$ cat config.mk
export PLATFORM = sky130hd
export DESIGN_NAME = ex_mem_stage_flat
export DESIGN_NICKNAME = d
export VERILOG_FILES = /design/src/rtl/ex_mem_if.sv /design/src/rtl/ex_mem_stage.sv /design/src/flat_wrapper.sv
export SDC_FILE = /design/constraint.sdc
export NUM_CORES = 1
export LEC_CHECK = 0
export ABC_AREA = 1
export CORE_MARGIN = 4
export CORE_UTILIZATION = 42
export DETAILED_ROUTE_END_ITERATION = 8
export PLACE_DENSITY = 0.89
export SETUP_SLACK_MARGIN = 0.4
export SLEW_MARGIN = 20
export SYNTH_ARGS = -nofsm -noshare
export SYNTH_HDL_FRONTEND = slang
export SYNTH_SLANG_ARGS = --single-unit
$ cat constraint.sdc
create_clock -name clk_i -period 8.4 [get_ports clk_i]
set_input_delay 1.68 -clock clk_i [delete_from_list [all_inputs] [get_ports clk_i]]
set_output_delay 1.68 -clock clk_i [all_outputs]
set_load 0.03 [all_outputs]
$ cat src/rtl/ex_mem_if.sv
// EX -> MEM pipeline-register bundle: EX-side request fields, flush/stall control,
// and the registered MEM slot plus stall statistics driven back by the stage.
interface ex_mem_if #(
    parameter int AOP_W = 8,
    parameter int DW    = 32
);
    logic             flush_i;
    logic             mem_stall_i;
    logic             ex_valid_i;
    logic             ex_ok_i;
    logic [DW-1:0]    ex_pc_i;
    logic [AOP_W-1:0] ex_aluop_i;
    logic             ex_wreg_i;
    logic [4:0]       ex_waddr_i;
    logic [2*DW-1:0]  ex_wdata_i;
    logic             ex_whilo_i;
    logic [DW-1:0]    ex_store_data_i;

    logic             ex_stall_o;
    logic             mem_valid_o;
    logic [DW-1:0]    mem_pc_o;
    logic [AOP_W-1:0] mem_aluop_o;
    logic             mem_wreg_o;
    logic [4:0]       mem_waddr_o;
    logic [DW-1:0]    mem_wdata_o;
    logic [DW-1:0]    mem_hi_o;
    logic [DW-1:0]    mem_lo_o;
    logic             mem_whilo_o;
    logic [DW-1:0]    mem_store_data_o;
    logic [DW-1:0]    stall_cnt_o;

    modport master (
        output flush_i, mem_stall_i, ex_valid_i, ex_ok_i, ex_pc_i, ex_aluop_i,
               ex_wreg_i, ex_waddr_i, ex_wdata_i, ex_whilo_i, ex_store_data_i,
        input  ex_stall_o, mem_valid_o, mem_pc_o, mem_aluop_o, mem_wreg_o,
               mem_waddr_o, mem_wdata_o, mem_hi_o, mem_lo_o, mem_whilo_o,
               mem_store_data_o, stall_cnt_o
    );

    modport slave (
        input  flush_i, mem_stall_i, ex_valid_i, ex_ok_i, ex_pc_i, ex_aluop_i,
               ex_wreg_i, ex_waddr_i, ex_wdata_i, ex_whilo_i, ex_store_data_i,
        output ex_stall_o, mem_valid_o, mem_pc_o, mem_aluop_o, mem_wreg_o,
               mem_waddr_o, mem_wdata_o, mem_hi_o, mem_lo_o, mem_whilo_o,
               mem_store_data_o, stall_cnt_o
    );
endinterface

$ cat src/rtl/ex_mem_stage.sv
// EX/MEM pipeline register with multi-cycle-divide wait, MEM back-pressure hold,
// flush, HI/LO split and a saturating stall-cycle counter.
module ex_mem_stage #(
    parameter int AOP_W = 8,
    parameter int DW    = 32
) (
    input logic     clk_i,
    input logic     rst_i,
    ex_mem_if.slave bus
);
    typedef enum logic [1:0] {RUN, WAIT_EX, HOLD} state_t;

    state_t           state;
    logic             valid_q;
    logic             wreg_q;
    logic             whilo_q;
    logic [4:0]       waddr_q;
    logic [DW-1:0]    pc_q;
    logic [AOP_W-1:0] aluop_q;
    logic [DW-1:0]    hi_q;
    logic [DW-1:0]    lo_q;
    logic [DW-1:0]    store_q;
    logic [DW-1:0]    cnt_q;
    logic             stall;
    logic             take;
    logic             wait_div;

    // Flush and reset both override any stall request.
    always_comb begin
        stall = 1'b0;
        if (!rst_i && !bus.flush_i)
            stall = (bus.ex_valid_i && !bus.ex_ok_i) || bus.mem_stall_i;
    end

    assign take     = bus.ex_valid_i && bus.ex_ok_i;
    assign wait_div = bus.ex_valid_i && !bus.ex_ok_i;

    always_ff @(posedge clk_i or posedge rst_i) begin
        if (rst_i) begin
            state   <= RUN;
            valid_q <= 1'b0;
            wreg_q  <= 1'b0;
            whilo_q <= 1'b0;
            waddr_q <= '0;
            pc_q    <= '0;
            aluop_q <= '0;
            hi_q    <= '0;
            lo_q    <= '0;
            store_q <= '0;
            cnt_q   <= '0;
        end else begin
            if (stall && cnt_q != '1)
                cnt_q <= cnt_q + DW'(1);

            if (bus.flush_i) begin
                valid_q <= 1'b0;
                wreg_q  <= 1'b0;
                whilo_q <= 1'b0;
                state   <= RUN;
            end else if (bus.mem_stall_i) begin
                // MEM slot frozen; EX keeps its entry, so nothing is lost.
                state <= HOLD;
            end else begin
                if (take) begin
                    valid_q <= 1'b1;
                    wreg_q  <= bus.ex_wreg_i;
                    whilo_q <= bus.ex_whilo_i;
                    waddr_q <= bus.ex_waddr_i;
                    pc_q    <= bus.ex_pc_i;
                    aluop_q <= bus.ex_aluop_i;
                    hi_q    <= bus.ex_wdata_i[2*DW-1:DW];
                    lo_q    <= bus.ex_wdata_i[DW-1:0];
                    store_q <= bus.ex_store_data_i;
                end else begin
                    valid_q <= 1'b0;
                    wreg_q  <= 1'b0;
                    whilo_q <= 1'b0;
                end
                unique case (state)
                    WAIT_EX: state <= wait_div ? WAIT_EX : RUN;
                    HOLD:    state <= wait_div ? WAIT_EX : RUN;
                    default: state <= wait_div ? WAIT_EX : RUN;
                endcase
            end
        end
    end

    assign bus.ex_stall_o       = stall;
    assign bus.mem_valid_o      = valid_q;
    assign bus.mem_wreg_o       = valid_q & wreg_q;
    assign bus.mem_whilo_o      = valid_q & whilo_q;
    assign bus.mem_waddr_o      = waddr_q;
    assign bus.mem_pc_o         = pc_q;
    assign bus.mem_aluop_o      = aluop_q;
    assign bus.mem_wdata_o      = lo_q;
    assign bus.mem_hi_o         = hi_q;
    assign bus.mem_lo_o         = lo_q;
    assign bus.mem_store_data_o = store_q;
    assign bus.stall_cnt_o      = cnt_q;
endmodule
$ cat src/flat_wrapper.sv
// flat-port wrapper written by rule: the top's interface ports become plain ports
module ex_mem_stage_flat 
#(
    parameter int AOP_W = 8,
    parameter int DW    = 32
)
  (clk_i, rst_i, bus_flush_i, bus_mem_stall_i, bus_ex_valid_i, bus_ex_ok_i, bus_ex_pc_i, bus_ex_aluop_i, bus_ex_wreg_i, bus_ex_waddr_i, bus_ex_wdata_i, bus_ex_whilo_i, bus_ex_store_data_i, bus_ex_stall_o, bus_mem_valid_o, bus_mem_pc_o, bus_mem_aluop_o, bus_mem_wreg_o, bus_mem_waddr_o, bus_mem_wdata_o, bus_mem_hi_o, bus_mem_lo_o, bus_mem_whilo_o, bus_mem_store_data_o, bus_stall_cnt_o);
  ex_mem_if #(.AOP_W(AOP_W), .DW(DW)) bus_i ();
  input logic clk_i;
  input logic rst_i;
  input wire logic [$bits(bus_i.flush_i)-1:0] bus_flush_i;
  input wire logic [$bits(bus_i.mem_stall_i)-1:0] bus_mem_stall_i;
  input wire logic [$bits(bus_i.ex_valid_i)-1:0] bus_ex_valid_i;
  input wire logic [$bits(bus_i.ex_ok_i)-1:0] bus_ex_ok_i;
  input wire logic [$bits(bus_i.ex_pc_i)-1:0] bus_ex_pc_i;
  input wire logic [$bits(bus_i.ex_aluop_i)-1:0] bus_ex_aluop_i;
  input wire logic [$bits(bus_i.ex_wreg_i)-1:0] bus_ex_wreg_i;
  input wire logic [$bits(bus_i.ex_waddr_i)-1:0] bus_ex_waddr_i;
  input wire logic [$bits(bus_i.ex_wdata_i)-1:0] bus_ex_wdata_i;
  input wire logic [$bits(bus_i.ex_whilo_i)-1:0] bus_ex_whilo_i;
  input wire logic [$bits(bus_i.ex_store_data_i)-1:0] bus_ex_store_data_i;
  output wire logic [$bits(bus_i.ex_stall_o)-1:0] bus_ex_stall_o;
  output wire logic [$bits(bus_i.mem_valid_o)-1:0] bus_mem_valid_o;
  output wire logic [$bits(bus_i.mem_pc_o)-1:0] bus_mem_pc_o;
  output wire logic [$bits(bus_i.mem_aluop_o)-1:0] bus_mem_aluop_o;
  output wire logic [$bits(bus_i.mem_wreg_o)-1:0] bus_mem_wreg_o;
  output wire logic [$bits(bus_i.mem_waddr_o)-1:0] bus_mem_waddr_o;
  output wire logic [$bits(bus_i.mem_wdata_o)-1:0] bus_mem_wdata_o;
  output wire logic [$bits(bus_i.mem_hi_o)-1:0] bus_mem_hi_o;
  output wire logic [$bits(bus_i.mem_lo_o)-1:0] bus_mem_lo_o;
  output wire logic [$bits(bus_i.mem_whilo_o)-1:0] bus_mem_whilo_o;
  output wire logic [$bits(bus_i.mem_store_data_o)-1:0] bus_mem_store_data_o;
  output wire logic [$bits(bus_i.stall_cnt_o)-1:0] bus_stall_cnt_o;
  assign bus_i.flush_i = bus_flush_i;
  assign bus_i.mem_stall_i = bus_mem_stall_i;
  assign bus_i.ex_valid_i = bus_ex_valid_i;
  assign bus_i.ex_ok_i = bus_ex_ok_i;
  assign bus_i.ex_pc_i = bus_ex_pc_i;
  assign bus_i.ex_aluop_i = bus_ex_aluop_i;
  assign bus_i.ex_wreg_i = bus_ex_wreg_i;
  assign bus_i.ex_waddr_i = bus_ex_waddr_i;
  assign bus_i.ex_wdata_i = bus_ex_wdata_i;
  assign bus_i.ex_whilo_i = bus_ex_whilo_i;
  assign bus_i.ex_store_data_i = bus_ex_store_data_i;
  assign bus_ex_stall_o = bus_i.ex_stall_o;
  assign bus_mem_valid_o = bus_i.mem_valid_o;
  assign bus_mem_pc_o = bus_i.mem_pc_o;
  assign bus_mem_aluop_o = bus_i.mem_aluop_o;
  assign bus_mem_wreg_o = bus_i.mem_wreg_o;
  assign bus_mem_waddr_o = bus_i.mem_waddr_o;
  assign bus_mem_wdata_o = bus_i.mem_wdata_o;
  assign bus_mem_hi_o = bus_i.mem_hi_o;
  assign bus_mem_lo_o = bus_i.mem_lo_o;
  assign bus_mem_whilo_o = bus_i.mem_whilo_o;
  assign bus_mem_store_data_o = bus_i.mem_store_data_o;
  assign bus_stall_cnt_o = bus_i.stall_cnt_o;
  ex_mem_stage #(.AOP_W(AOP_W), .DW(DW)) u_core (.clk_i(clk_i), .rst_i(rst_i), .bus(bus_i));
endmodule
==> reports/metrics.cfg <==
[min_path]
hold_path_depth = 1
holdCritPathClass = flop to flop
hold_path_startpoint = u_core.bus.mem_hi_o[8]$_DFFE_PP0P_
min_to = u_core.bus.mem_hi_o[8]$_DFFE_PP0P_

[place]
post-dp-hpwl_mm = 17.52
routabilityCongestion = 0.9379
io_buffers = 357
dp.cells = 1236

[timing]
max_freq_mhz = 193.6
maxSlewHeadroom = 0.3871
tightest_slew_ns = 0.9194
slew_viol_final = 0
skew_ns = 0.004414
min_period_ns = 5.166
setup_viol = 0
rsz0062_at_grt = no
fin_crit_sh = 0.6150
hold_viol_final = 0
fin_tns_setup_ns = 0

[clocking]
cts_tree = yes
cts_buffer_depth = 2
root_buffer = clkbuf_16
clkSinkCount = 176
cts_hold_buf = 0
clk_latency_ns = 0.42
post-cts-setup-buffers = 0
cts_buffers = 17
htree_levels = 4
post_cts_resize_count = 0
clkTransAtPathRegs_ns = 0.07

[route]
post-route-drc-count = 0
postRouteAntennaNets = 0
wl_per_cell_microns = 18.26
via_count = 6227
wl_mm = 23.16
drt_first_pass_iters = 5
drtIter0Drc = 346
viasPerCell = 4.911

[die]
die-area_sq_mm = 0.02073
die_w_microns = 144.0
io_pins = 358
core_area_sq_mm = 0.01809
start_util = 0.4295
die_y_microns = 144.0
row_count = 49

[power_and_ir_drop]
p_sw_frac = 0.3561
internal_power_uw = 1931
seqPwrFrac = 0.370
switchingPower_uw = 1068
peakVddDrop_mv = 0.1577
clkPwrFrac = 0.266
p_comb_frac = 0.363
power.density_mw_per_mm2 = 252.0
p_leak_uw = 0.005086

[critical_path]
cp.arrival_ns = 3.49
r2r_end = u_core.bus.stall_cnt_o[28]$_DFFE_PP0P_
cpMaxStageDelayCell = clkdlybuf4s50_1
reg2reg_slack_ns = 6.23
crit_chain = clkdlybuf4s50_1, a21oi_1, nor3_4, clkdlybuf4s50_1
critPathMostFrequentCell = clkdlybuf4s50_1
crit_required_ns = 6.72
path_class = input port to primary output
cpPeakStageDelay_ns = 0.77
startpoint_type = input port
rr_worst_depth = 8
rr_startpoint = u_core.bus.stall_cnt_o[0]$_DFFE_PP0P_
setup.worst_path.end_class = primary output
crit_fanout = 6

[synth]
ys.flop_type = dfrtp_1
synth_nets = 849
synth_commonest_cells = nand2_1, dfrtp_1, mux2_2
ys_types = 26
syn_area_per_cell_sq_um = 11.11
synthArstFlopShare = 1.000
synth_top_area_cell = dfrtp_1
ys_seq_area_frac = 0.5670
syn_area_sq_mm = 0.007767
synth_most_common_cell = nand2_1
ys_warn_count = 0
synth_area_leaders = dfrtp_1, mux2_2, nand2_1
synth_edf_count = 0
synth_cells = 699
ys_seq_elements = 176
synth_top_cell_area_share = 0.5670

[cells_and_area]
antennaDiodeCount = 0
n_fill_cell = 1321
syn2layout_area_growth_pct = 53.16
finish.utilization = 0.6578
drive_gt1_frac = 0.1713
layoutNonFillerInstCount = 1268
nNetsFinal = 1176

[global_route]
overflow = 0
grt_pass1_vias = 6601
grt_max_degree = 116
antenna_found_initial = 0
grt_pass1_wl_mm = 35.22
grt_use_total = 0.2199

[flow_run]
drv_cap = 0

[run_status]
status = complete, no violations

==> per-layer routing <==
layer	global-route usage	wire length, microns
met1	0.2499	8465
met2	0.3932	12270
met3	0.07573	2007
met4	0.06194	413
met5	0	0
==> cell families (layout without fill, tap and decap cells) <==
logic type,after synthesis,in the layout,share of synthesized area
AOI/OAI and AO/OA,8,8,0.005154
adders and majority gates,1,1,0.001611
and+or+nand+nor,277,277,0.1455
muxes,141,141,0.2044
xor gates and xnor gates,13,13,0.01466
buffers and inverters,83,423,0.06169
DFF,176,176,0.5670
==> how the worst max path moves through the flow <==
stage | startpoint | to | slack [ns] | depth (start not counted)
after detailed placement | bus_ex_ok_i | bus_ex_stall_o | 3.25 | 5
after global routing | bus_ex_valid_i | bus_ex_stall_o | 3.14 | 4
after CTS | bus_ex_ok_i | bus_ex_stall_o | 3.25 | 5
after floorplan | rst_i | u_core.bus.mem_aluop_o[0]$_DFFE_PP0P_ | 1.95 | 1
after global placement | bus_ex_valid_i | bus_ex_stall_o | 3.26 | 4
final | bus_ex_valid_i | bus_ex_stall_o | 3.23 | 4
==> critical path: cells and delay by family <==
kind / cells / cell delay [ns]
buffers and inverters: 2 / 1.29
AND/OR/NAND/NOR: 1 / 0.33
AO/OA/AOI/OAI: 1 / 0.18
==> cells in the final DEF (no fill, tap or decap), drive strengths merged <==
master / n
clkdlybuf4s50: 357
nand2: 194
dfrtp: 176
mux2: 141
nor2: 56
inv: 37
nand3: 22
clkbuf: 19
o21ai: 7
xor2: 7
xnor2: 6
clkinv: 5
buf: 3
nand4: 2
nor3: 2
a21oi: 1
nand3b: 1
ha: 1
clkinvlp: 1
bufinv: 1
==> area by class of cell <==
cell class / instances / area, sq um / share of cell area
sequential: 176 / 4404 / 0.3702
timing repair buffer: 360 / 3596 / 0.3023
multi-input combinational: 440 / 2892 / 0.2431
clock buffer: 19 / 442.9 / 0.03723
tap: 229 / 286.5 / 0.02409
clock inverter: 13 / 148.9 / 0.01252
inverter: 31 / 126.4 / 0.01062
==> metrics by stage <==
| stage | total power (uW) | worst slack, ns | instance area [sq um] | hold slack [ns] |
|---|---|---|---|---|
| floorplan | 1724 | 1.946 | 7767 | 0.4799 |
| CTS | 3028 | 3.253 | 11890 | 0.5042 |
| detailed placement | 2222 | 3.255 | 11300 | 0.4847 |
| global placement | 2193 | 3.258 | 11300 | 0.4757 |
| global route | 3116 | 3.143 | 11900 | 0.5154 |
| finish | 2998 | 3.234 | 11900 | 0.4947 |
==> power groups by stage <==
stage	sequential (uW)	combinational (uW)	clock, uW
4_1_cts	1110	1100	814
6_report	1110	1090	798
5_1_grt	1130	1140	850
2_1_floorplan	1430	297	0
3_5_place_dp	1120	1100	0
3_3_place_gp	1110	1080	0
==> sequential cells by signal (all words and copies together), names as in the netlist <==
name                         count
u_core.bus.mem_hi_o             32
u_core.bus.mem_lo_o             32
u_core.bus.mem_pc_o             32
u_core.bus.mem_store_data_o     32
u_core.bus.stall_cnt_o          32
u_core.bus.mem_aluop_o           8
u_core.bus.mem_waddr_o           5
u_core.bus.mem_valid_o           1
u_core.whilo_q                   1
u_core.wreg_q                    1
No activity file was read; power rests on OpenSTA's default activity.
